### config.mk
export PLATFORM = sky130hd
export DESIGN_NAME = mem_port_arbiter_flat
export DESIGN_NICKNAME = d
export VERILOG_FILES = /design/src/rtl/mem_port_arbiter_pkg.sv /design/src/rtl/mem_port_arbiter_if.sv /design/src/rtl/mem_port_arbiter_lat_counter.sv /design/src/rtl/mem_port_arbiter.sv /design/src/flat_wrapper.sv
export SDC_FILE = /design/constraint.sdc
export NUM_CORES = 1
export LEC_CHECK = 0
export BUFFER_PORTS_ARGS = -buffer_cell sky130_fd_sc_hd__clkbuf_2
export CORE_AREA = 4 4 101 103
export CTS_CLUSTER_DIAMETER = 120
export DETAILED_ROUTE_END_ITERATION = 10
export DIE_AREA = 0 0 105 107
export GPL_TIMING_DRIVEN = 0
export PLACE_DENSITY = 0.63
export SKIP_LAST_GASP = 1
export SLEW_MARGIN = 20
export SYNTH_ARGS = -nofsm -noshare
export SYNTH_HDL_FRONTEND = slang
export SYNTH_SLANG_ARGS = --single-unit
### constraint.sdc
create_clock -name clk -period 2.3 [get_ports clk]
set_input_delay 0.23 -clock clk [delete_from_list [all_inputs] [get_ports clk]]
set_output_delay 0.23 -clock clk [all_outputs]
set_load 0.1 [all_outputs]
### src/rtl/mem_port_arbiter_pkg.sv
// -----------------------------------------------------------------------------
// mem_arb_pkg
// Shared types and constants for the fetch/data memory port arbiter:
//   - arb_state_e : arbiter state (ARB_IDLE, ARB_WAIT)
//   - arb_owner_e : which port owns the access in flight
//   - default widths, latency and starvation limit
//   - LAT_CNT_W   : width of the latency down-counter (MEM_LAT up to 15)
// -----------------------------------------------------------------------------
package mem_arb_pkg;

    localparam int ADDR_W_DEF     = 32;
    localparam int DATA_W_DEF     = 32;
    localparam int MEM_LAT_DEF    = 2;
    localparam int STARVE_MAX_DEF = 4;
    localparam int LAT_CNT_W      = 4;

    typedef enum logic [0:0] {
        ARB_IDLE = 1'b0,
        ARB_WAIT = 1'b1
    } arb_state_e;

    typedef enum logic [0:0] {
        OWN_IF = 1'b0,
        OWN_DM = 1'b1
    } arb_owner_e;

endpackage

### src/rtl/mem_port_arbiter_if.sv
// -----------------------------------------------------------------------------
// mem_port_arbiter_if
// Bundles the fetch port, data port, memory side and fetch stall status.
//   modport slave  : the arbiter (takes requests and mem_rdata, drives the rest)
//   modport master : the environment (requesters and memory)
// Parameters: ADDR_W, DATA_W.
// -----------------------------------------------------------------------------
interface mem_port_arbiter_if #(
    parameter int ADDR_W = mem_arb_pkg::ADDR_W_DEF,
    parameter int DATA_W = mem_arb_pkg::DATA_W_DEF
);
    // fetch port
    logic              if_req;
    logic [ADDR_W-1:0] if_addr;
    logic              if_gnt;
    logic              if_rvalid;
    logic [DATA_W-1:0] if_rdata;
    // data port
    logic              dm_req;
    logic              dm_we;
    logic [ADDR_W-1:0] dm_addr;
    logic [DATA_W-1:0] dm_wdata;
    logic              dm_gnt;
    logic              dm_rvalid;
    logic [DATA_W-1:0] dm_rdata;
    // memory side
    logic              mem_en;
    logic              mem_we;
    logic [ADDR_W-1:0] mem_addr;
    logic [DATA_W-1:0] mem_wdata;
    logic [DATA_W-1:0] mem_rdata;
    // status
    logic              stall_if;

    modport slave (
        input  if_req, if_addr, dm_req, dm_we, dm_addr, dm_wdata, mem_rdata,
        output if_gnt, if_rvalid, if_rdata, dm_gnt, dm_rvalid, dm_rdata,
        output mem_en, mem_we, mem_addr, mem_wdata, stall_if
    );

    modport master (
        output if_req, if_addr, dm_req, dm_we, dm_addr, dm_wdata, mem_rdata,
        input  if_gnt, if_rvalid, if_rdata, dm_gnt, dm_rvalid, dm_rdata,
        input  mem_en, mem_we, mem_addr, mem_wdata, stall_if
    );

endinterface

### src/rtl/mem_port_arbiter_lat_counter.sv
// -----------------------------------------------------------------------------
// arb_lat_counter
// Memory latency down-counter. Loads MEM_LAT-1 when a grant is made, counts
// down to zero and holds there; expired_o is high while the count is zero.
// Ports: clk, reset (sync, active high), load_i (grant), expired_o.
// -----------------------------------------------------------------------------
module arb_lat_counter
    import mem_arb_pkg::*;
#(
    parameter int MEM_LAT = MEM_LAT_DEF
) (
    input  logic clk,
    input  logic reset,
    input  logic load_i,
    output logic expired_o
);

    localparam logic [LAT_CNT_W-1:0] LOAD_VAL = LAT_CNT_W'(MEM_LAT - 1);

    logic [LAT_CNT_W-1:0] lat_cnt_q;
    logic [LAT_CNT_W-1:0] lat_cnt_d;

    // Next count: reload on grant, otherwise count down and stop at zero.
    always_comb begin
        lat_cnt_d = lat_cnt_q;
        if (load_i) begin
            lat_cnt_d = LOAD_VAL;
        end else if (lat_cnt_q != {LAT_CNT_W{1'b0}}) begin
            lat_cnt_d = lat_cnt_q - LAT_CNT_W'(1);
        end else begin
            lat_cnt_d = lat_cnt_q;
        end
    end

    // Count register.
    always_ff @(posedge clk) begin
        if (reset) begin
            lat_cnt_q <= {LAT_CNT_W{1'b0}};
        end else begin
            lat_cnt_q <= lat_cnt_d;
        end
    end

    assign expired_o = (lat_cnt_q == {LAT_CNT_W{1'b0}});

endmodule

### src/rtl/mem_port_arbiter.sv
// -----------------------------------------------------------------------------
// mem_port_arbiter
// Shares one single-port, non-pipelined memory between a fetch port and a
// data port, one access outstanding at a time. Grants are combinational in
// IDLE (or in the last WAIT cycle); the owner's rvalid fires MEM_LAT cycles
// after its grant. Data has priority unless fetch has waited through
// STARVE_MAX consecutive data grants.
// Ports: clk, reset (sync, active high), bus (mem_port_arbiter_if.slave).
// Optional feature macro MEM_ARB_PERF_EN adds perf_if_stall / perf_dm_stall,
// 32-bit wrapping counts of cycles with req high and gnt low.
// Parameters: ADDR_W, DATA_W, MEM_LAT (1..15), STARVE_MAX.
// -----------------------------------------------------------------------------
module mem_port_arbiter
    import mem_arb_pkg::*;
#(
    parameter int ADDR_W     = ADDR_W_DEF,
    parameter int DATA_W     = DATA_W_DEF,
    parameter int MEM_LAT    = MEM_LAT_DEF,
    parameter int STARVE_MAX = STARVE_MAX_DEF
) (
    input  logic clk,
    input  logic reset,
    mem_port_arbiter_if.slave bus
`ifdef MEM_ARB_PERF_EN
    ,
    output logic [31:0] perf_if_stall,
    output logic [31:0] perf_dm_stall
`endif
);

    localparam int SW = $clog2(STARVE_MAX + 1);
    localparam logic [SW-1:0] STARVE_LIM = SW'(STARVE_MAX);

    arb_state_e        state_q, state_d;
    arb_owner_e        owner_q, owner_d;
    logic              we_q, we_d;
    logic [SW-1:0]     starve_q, starve_d;

    logic              expired_s;
    logic              final_s;
    logic              can_grant_s;
    logic              if_win_s;
    logic              dm_win_s;
    logic              grant_s;
    logic              ret_s;
    logic              mem_we_s;
    logic [ADDR_W-1:0] mem_addr_s;
    logic [DATA_W-1:0] mem_wdata_s;
    logic [DATA_W-1:0] ret_data_s;
    logic              if_rvalid_s;
    logic              dm_rvalid_s;

    arb_lat_counter #(
        .MEM_LAT (MEM_LAT)
    ) u_lat_cnt (
        .clk       (clk),
        .reset     (reset),
        .load_i    (grant_s),
        .expired_o (expired_s)
    );

    // The last WAIT cycle behaves as IDLE: the result returns and a new grant
    // may be issued in the same cycle. Reset suppresses every grant.
    assign final_s     = (state_q == ARB_WAIT) && expired_s;
    assign can_grant_s = !reset && ((state_q == ARB_IDLE) || final_s);
    assign if_win_s    = can_grant_s && bus.if_req &&
                         (!bus.dm_req || (starve_q == STARVE_LIM));
    assign dm_win_s    = can_grant_s && bus.dm_req && !if_win_s;
    assign grant_s     = if_win_s || dm_win_s;
    assign mem_we_s    = dm_win_s && bus.dm_we;

    // Memory request mux: winner's address/data, zero when nothing is granted.
    always_comb begin
        mem_addr_s  = {ADDR_W{1'b0}};
        mem_wdata_s = {DATA_W{1'b0}};
        if (if_win_s) begin
            mem_addr_s  = bus.if_addr;
            mem_wdata_s = {DATA_W{1'b0}};
        end else if (dm_win_s) begin
            mem_addr_s  = bus.dm_addr;
            mem_wdata_s = bus.dm_wdata;
        end else begin
            mem_addr_s  = {ADDR_W{1'b0}};
            mem_wdata_s = {DATA_W{1'b0}};
        end
    end

    // Return path: writes complete with zero data; rdata is zero unless valid.
    assign ret_s       = !reset && final_s;
    assign ret_data_s  = we_q ? {DATA_W{1'b0}} : bus.mem_rdata;
    assign if_rvalid_s = ret_s && (owner_q == OWN_IF);
    assign dm_rvalid_s = ret_s && (owner_q == OWN_DM);

    assign bus.if_gnt    = if_win_s;
    assign bus.dm_gnt    = dm_win_s;
    assign bus.if_rvalid = if_rvalid_s;
    assign bus.dm_rvalid = dm_rvalid_s;
    assign bus.if_rdata  = if_rvalid_s ? ret_data_s : {DATA_W{1'b0}};
    assign bus.dm_rdata  = dm_rvalid_s ? ret_data_s : {DATA_W{1'b0}};
    assign bus.mem_en    = grant_s;
    assign bus.mem_we    = mem_we_s;
    assign bus.mem_addr  = mem_addr_s;
    assign bus.mem_wdata = mem_wdata_s;
    assign bus.stall_if  = !reset && bus.if_req && !if_win_s;

    // Next state, owner tracking and starvation count.
    always_comb begin
        state_d  = state_q;
        owner_d  = owner_q;
        we_d     = we_q;
        starve_d = starve_q;

        if (grant_s) begin
            state_d = ARB_WAIT;
            owner_d = if_win_s ? OWN_IF : OWN_DM;
            we_d    = mem_we_s;
        end else if (final_s) begin
            state_d = ARB_IDLE;
        end else begin
            state_d = state_q;
        end

        // Counts data grants that bypass a waiting fetch; any gap in if_req
        // or a fetch grant resets the count.
        if (!bus.if_req || if_win_s) begin
            starve_d = {SW{1'b0}};
        end else if (dm_win_s && (starve_q != STARVE_LIM)) begin
            starve_d = starve_q + SW'(1);
        end else begin
            starve_d = starve_q;
        end
    end

    // Arbiter FSM and bookkeeping registers.
    always_ff @(posedge clk) begin
        if (reset) begin
            state_q  <= ARB_IDLE;
            owner_q  <= OWN_IF;
            we_q     <= 1'b0;
            starve_q <= {SW{1'b0}};
        end else begin
            state_q  <= state_d;
            owner_q  <= owner_d;
            we_q     <= we_d;
            starve_q <= starve_d;
        end
    end

`ifdef MEM_ARB_PERF_EN
    logic [31:0] perf_if_q, perf_if_d;
    logic [31:0] perf_dm_q, perf_dm_d;

    // Stall cycle counters, wrapping naturally at 2^32.
    always_comb begin
        perf_if_d = perf_if_q + ((bus.if_req && !if_win_s) ? 32'd1 : 32'd0);
        perf_dm_d = perf_dm_q + ((bus.dm_req && !dm_win_s) ? 32'd1 : 32'd0);
    end

    // Stall counter registers.
    always_ff @(posedge clk) begin
        if (reset) begin
            perf_if_q <= 32'd0;
            perf_dm_q <= 32'd0;
        end else begin
            perf_if_q <= perf_if_d;
            perf_dm_q <= perf_dm_d;
        end
    end

    assign perf_if_stall = perf_if_q;
    assign perf_dm_stall = perf_dm_q;
`endif

endmodule

### src/flat_wrapper.sv
// flat-port wrapper written by rule: the top's interface ports become plain ports
module mem_port_arbiter_flat import mem_arb_pkg::*;
#(
    parameter int ADDR_W     = ADDR_W_DEF,
    parameter int DATA_W     = DATA_W_DEF,
    parameter int MEM_LAT    = MEM_LAT_DEF,
    parameter int STARVE_MAX = STARVE_MAX_DEF
)
  (clk, reset, bus_if_req, bus_if_addr, bus_dm_req, bus_dm_we, bus_dm_addr, bus_dm_wdata, bus_mem_rdata, bus_if_gnt, bus_if_rvalid, bus_if_rdata, bus_dm_gnt, bus_dm_rvalid, bus_dm_rdata, bus_mem_en, bus_mem_we, bus_mem_addr, bus_mem_wdata, bus_stall_if);
  mem_port_arbiter_if #(.ADDR_W(ADDR_W), .DATA_W(DATA_W)) bus_i ();
  input  logic clk;
  input  logic reset;
  input wire logic [$bits(bus_i.if_req)-1:0] bus_if_req;
  input wire logic [$bits(bus_i.if_addr)-1:0] bus_if_addr;
  input wire logic [$bits(bus_i.dm_req)-1:0] bus_dm_req;
  input wire logic [$bits(bus_i.dm_we)-1:0] bus_dm_we;
  input wire logic [$bits(bus_i.dm_addr)-1:0] bus_dm_addr;
  input wire logic [$bits(bus_i.dm_wdata)-1:0] bus_dm_wdata;
  input wire logic [$bits(bus_i.mem_rdata)-1:0] bus_mem_rdata;
  output wire logic [$bits(bus_i.if_gnt)-1:0] bus_if_gnt;
  output wire logic [$bits(bus_i.if_rvalid)-1:0] bus_if_rvalid;
  output wire logic [$bits(bus_i.if_rdata)-1:0] bus_if_rdata;
  output wire logic [$bits(bus_i.dm_gnt)-1:0] bus_dm_gnt;
  output wire logic [$bits(bus_i.dm_rvalid)-1:0] bus_dm_rvalid;
  output wire logic [$bits(bus_i.dm_rdata)-1:0] bus_dm_rdata;
  output wire logic [$bits(bus_i.mem_en)-1:0] bus_mem_en;
  output wire logic [$bits(bus_i.mem_we)-1:0] bus_mem_we;
  output wire logic [$bits(bus_i.mem_addr)-1:0] bus_mem_addr;
  output wire logic [$bits(bus_i.mem_wdata)-1:0] bus_mem_wdata;
  output wire logic [$bits(bus_i.stall_if)-1:0] bus_stall_if;
  assign bus_i.if_req = bus_if_req;
  assign bus_i.if_addr = bus_if_addr;
  assign bus_i.dm_req = bus_dm_req;
  assign bus_i.dm_we = bus_dm_we;
  assign bus_i.dm_addr = bus_dm_addr;
  assign bus_i.dm_wdata = bus_dm_wdata;
  assign bus_i.mem_rdata = bus_mem_rdata;
  assign bus_if_gnt = bus_i.if_gnt;
  assign bus_if_rvalid = bus_i.if_rvalid;
  assign bus_if_rdata = bus_i.if_rdata;
  assign bus_dm_gnt = bus_i.dm_gnt;
  assign bus_dm_rvalid = bus_i.dm_rvalid;
  assign bus_dm_rdata = bus_i.dm_rdata;
  assign bus_mem_en = bus_i.mem_en;
  assign bus_mem_we = bus_i.mem_we;
  assign bus_mem_addr = bus_i.mem_addr;
  assign bus_mem_wdata = bus_i.mem_wdata;
  assign bus_stall_if = bus_i.stall_if;
  mem_port_arbiter #(.ADDR_W(ADDR_W), .DATA_W(DATA_W), .MEM_LAT(MEM_LAT), .STARVE_MAX(STARVE_MAX)) u_core (.clk(clk), .reset(reset), .bus(bus_i));
endmodule
==> summary.md <==
| Metric | Value |
|---|---|
| Top Family by Delay on Critical Path | buffers and inverters |
| First DRT Iteration DRCs | 114 |
| Die area | 0.01124 mm^2 |
| R2R Path Start | u_core.u_lat_cnt.lat_cnt_q[0] |
| Setup Crit Path Kind | reg -> out |
| H-tree depth | 1 |
| Avg Inst Size Synth | 6.237 um^2 |
| Seq cells post-synth | 10 |
| Clock latency on the worst-skew pair | around 240 ps |
| Failing checks | negative setup slack |
| Met3 routed WL | 1123 um |
| Remaining global-route overflow | 0 |
| Syn Nets | 472 |
| Endpoint class of the critical path | output port |
| Netlist cell types | 39 |
| Fin nets | 760 |
| Max-Cap Viols | 0 |
| WP data arrival | around 2200 ps |
| Synth Instances | about 340 |
| WHS Endpoint | u_core.we_q |
| Clock Path Buffers | 2 |
| WL met2 | 7344 um |
| Crit-path max FO | 8 |
| Seq/Total Area, Yosys | under 10% |
| Tcrit/Tclk final | 103.9% |
| Share of cells above drive strength 1 | 72.83% |
| CTS Hold Buffers Added | 0 |
| Fmax | 418.5 MHz |
| FF-to-FF End | u_core.u_lat_cnt.lat_cnt_q[0] |
| Number of synthesized flops with an enable pin | 0 |
| Reg2reg setup slack | roughly 620 ps |
| Die width | 105 um |
| DIE HEIGHT | approximately 110 um |
| Final WS setup | -89.31 ps |
| CTS Sinks | 10 |
| Total GRT Usage | 21.85% |
| Core area | slightly above 0.009 mm^2 |
| Pre-CTS setup slack | -488.6 ps |
| WL final | between 10000 and 15000 um |
| Post-synth ARST share | 0% |
| Hold path startpoint | bus_dm_we |
| Starting density of the core | 22.72% |
| CP required | 2070 ps |
| Number of global-route vias before repair | just under 4000 |
| Slowest CP cell | or3b_4 |
| Synth area leader | nand3_1 |
| I/O pin cnt | ~270 |
| CTS tree | built |
| Final max-slew violation count | 0 |
| Ys flop type | dfxtp_1 |
| Final hold viol count | 0 |
| # diodes | 0 |
| Final setup skew | 6.260 ps |
| CP Launch Type | flop |
| First-pass GRT wire length | 19980 um |
| Area of the mapped netlist | 0.002090 mm^2 |
| Status | complete, but fails checks |
| Peak supply drop | between 200 and 300 uV |
| Port bufs | 267 |
| WL per Instance | 18.43 um |
| Post-layout util | slightly below 70% |
| Hold Path Class | in -> reg |
| Drt first pass iters | 5 |
| Cts bufs inserted | 3 |
| Top routing layer used | met4 |
| Area share of the leading cell type in the synthesized netlist | 15.81% |
| Largest net degree at the start of global routing | 11 |
| Critical Path Max Stage Delay | roughly 400 ps |
| WL met1 | 4733 um |
| YS warnings | 0 |
| Dpl hpwl | 8966 um |
| Placement Rows | 35 |
| Total number of vias | 3591 |
| Rel. slew slack | a little under two thirds |
| GPL Wtd Cong | 0.8230 |
| CTS clk-pin slew, worst paths | 50 ps |
| Hold depth | 3 |
| Routed Antenna Nets | 0 |
| Fin crit period | 2389 ps |
| Setup-failing EPs final | 35 |
| Via-to-Cell Ratio | 4.899 |
| CP bufs+invs | 5 |
| Clock root buffer | clkbuf_8 |
| Initial antenna violation count | 0 |
| R2R depth | 7 |
| Residual DRC | 0 |
| RSZ-0062 raised after global routing | yes |
| Pwr Density | 438.2 mW/mm^2 |
| CP cell instances | inv_2 > ha_4 > or3b_4 > buf_12 > a21oi_4 > buf_12 > clkbuf_16 > and3_4 > clkbuf_16 |
| Ranking of synthesized cells by area | nand3_1 16%, a21oi_2 12%, nor2_1 12% |
| P&R area growth vs syn | 205.6% |
| Slew at the pin closest to its max-slew limit | between 500 and 600 ps |
| Leak | 2.764 nW |
| # fillers | 636 |
## worst max path at each step
stage / cells past startpoint / slack, ps / start / endpoint
floorplan: 5 / -380 / u_core.u_lat_cnt.lat_cnt_q[0] / bus_dm_rdata[31]
global placement: 7 / -460 / u_core.u_lat_cnt.lat_cnt_q[0] / bus_dm_rdata[7]
detailed placement: 7 / -490 / u_core.u_lat_cnt.lat_cnt_q[0] / bus_dm_rdata[29]
CTS: 10 / -90 / u_core.u_lat_cnt.lat_cnt_q[0] / bus_mem_wdata[3]
global route: 9 / -160 / u_core.u_lat_cnt.lat_cnt_q[0] / bus_mem_wdata[6]
finish: 9 / -90 / u_core.u_lat_cnt.lat_cnt_q[0] / bus_mem_wdata[6]
## worst reg2reg max path, delay by kind of cell, from the launching register on
family,cells,cell delay [ps]
AOI/OAI and AO/OA,2,420
and+or+nand+nor,1,400
buffers and inverters,3,360
DFF,1,320
adders and majority gates,1,130
## sequential cells by signal (all words and copies together), names as in the netlist
name / flops
u_core.we_q: 1
u_core.owner_q: 1
u_core.starve_q: 3
u_core.u_lat_cnt.lat_cnt_q: 4
u_core.state_q: 1
## synth_stat cells, types with 2 or more instances
| cell type | number |
|---|---|
| nor4_1 | 2 |
| ha_1 | 4 |
| nand2b_1 | 33 |
| o31ai_1 | 2 |
| nand3_1 | 66 |
| nor2b_1 | 3 |
| inv_1 | 9 |
| dfxtp_1 | 10 |
| buf_8 | 2 |
| clkbuf_1 | 29 |
| xnor2_1 | 3 |
| mux2i_1 | 3 |
| a21oi_1 | 8 |
| nand2_1 | 4 |
| or3_1 | 2 |
| and3_1 | 34 |
| buf_6 | 5 |
| nor2_1 | 66 |
| a21oi_2 | 29 |
| nor3_1 | 2 |
## stage by stage
| stage | std cells | power (mW) | hold WS [ps] | TNS, ps | cell area [um^2] |
|---|---|---|---|---|---|
| 6_report | 733 | 2.798 | 288.1 | -2081 | 6386 |
| 5_1_grt | 733 | 2.901 | 303.5 | -5624 | 6386 |
| 4_1_cts | 729 | 2.687 | 275.9 | -4031 | 6096 |
| 3_5_place_dp | 713 | 1.951 | 482.8 | -37830 | 4262 |
| 3_3_place_gp | 713 | 1.936 | 465.4 | -34070 | 4262 |
| 2_1_floorplan | 335 | 1.655 | 389.4 | -7907 | 2786 |
## kinds of logic (layout without fill, tap and decap cells)
| group | after synthesis | in the layout | synth area share [%] |
|---|---|---|---|
| multiplexers | 3 | 3 | 1.437 |
| flip-flops | 10 | 10 | 9.581 |
| adder cells (fa/ha/maj) | 4 | 4 | 2.395 |
| AO/OA/AOI/OAI | 49 | 49 | 19.10 |
| AND/OR/NAND/NOR | 220 | 220 | 54.31 |
| XOR/XNOR | 3 | 3 | 1.258 |
| buffers and inverters | 46 | 333 | 11.92 |
## timing repair
action | 4_1_cts | 5_1_grt
gates cloned | 2 | 4
setup endpoints to repair | 135 | 123
buffers inserted | 12 | 1
gates resized for setup | 309 | 87
hold endpoints to repair | 0 | 0
pin swaps | 2 | 23
## layer usage
layer  GRT usage, %  vias to the layer above
met4          6.373                        0
met5              0                        -
li1               -                     1729
met2          42.53                      180
met3          6.502                       25
met1          22.39                     1657
## cell type report
class	instances	area [um^2]	share of cell area, %
clock buffer	4	55.05	0.8621
timing repair buffer	286	3207	50.22
sequential	10	203.9	3.194
buffer	34	282.8	4.428
multi-input combinational	279	2465	38.60
tap	111	138.9	2.175
inverter	9	33.78	0.5290
## power breakdown
group          total [mW]  switching [mW]  internal (mW)  leakage [nW]
clock network       0.228          0.0771          0.151        0.0288
registers           0.212          0.0211          0.191        0.0827
logic                2.36            1.45          0.908          2.65
## cells in the final DEF (no fill, tap or decap), drive strengths merged
cell,instances
clkbuf,270
nor2,67
nand3,66
buf,54
a21oi,38
and3,34
nand2b,33
dfxtp,10
inv,9
nand2,4
ha,4
nor2b,3
xnor2,3
mux2i,3
and2,2
o31ai,2
nor3,2
nor4,2
or3,2
nor3b,2
or3b,1
a21o,1
a21bo,1
nand3b,1
a31oi,1
o2111ai,1
o21a,1
o211ai,1
a32o,1
o21ba,1
nand4b,1
o22ai,1
Note: power is estimated with default switching activity, not from simulation.
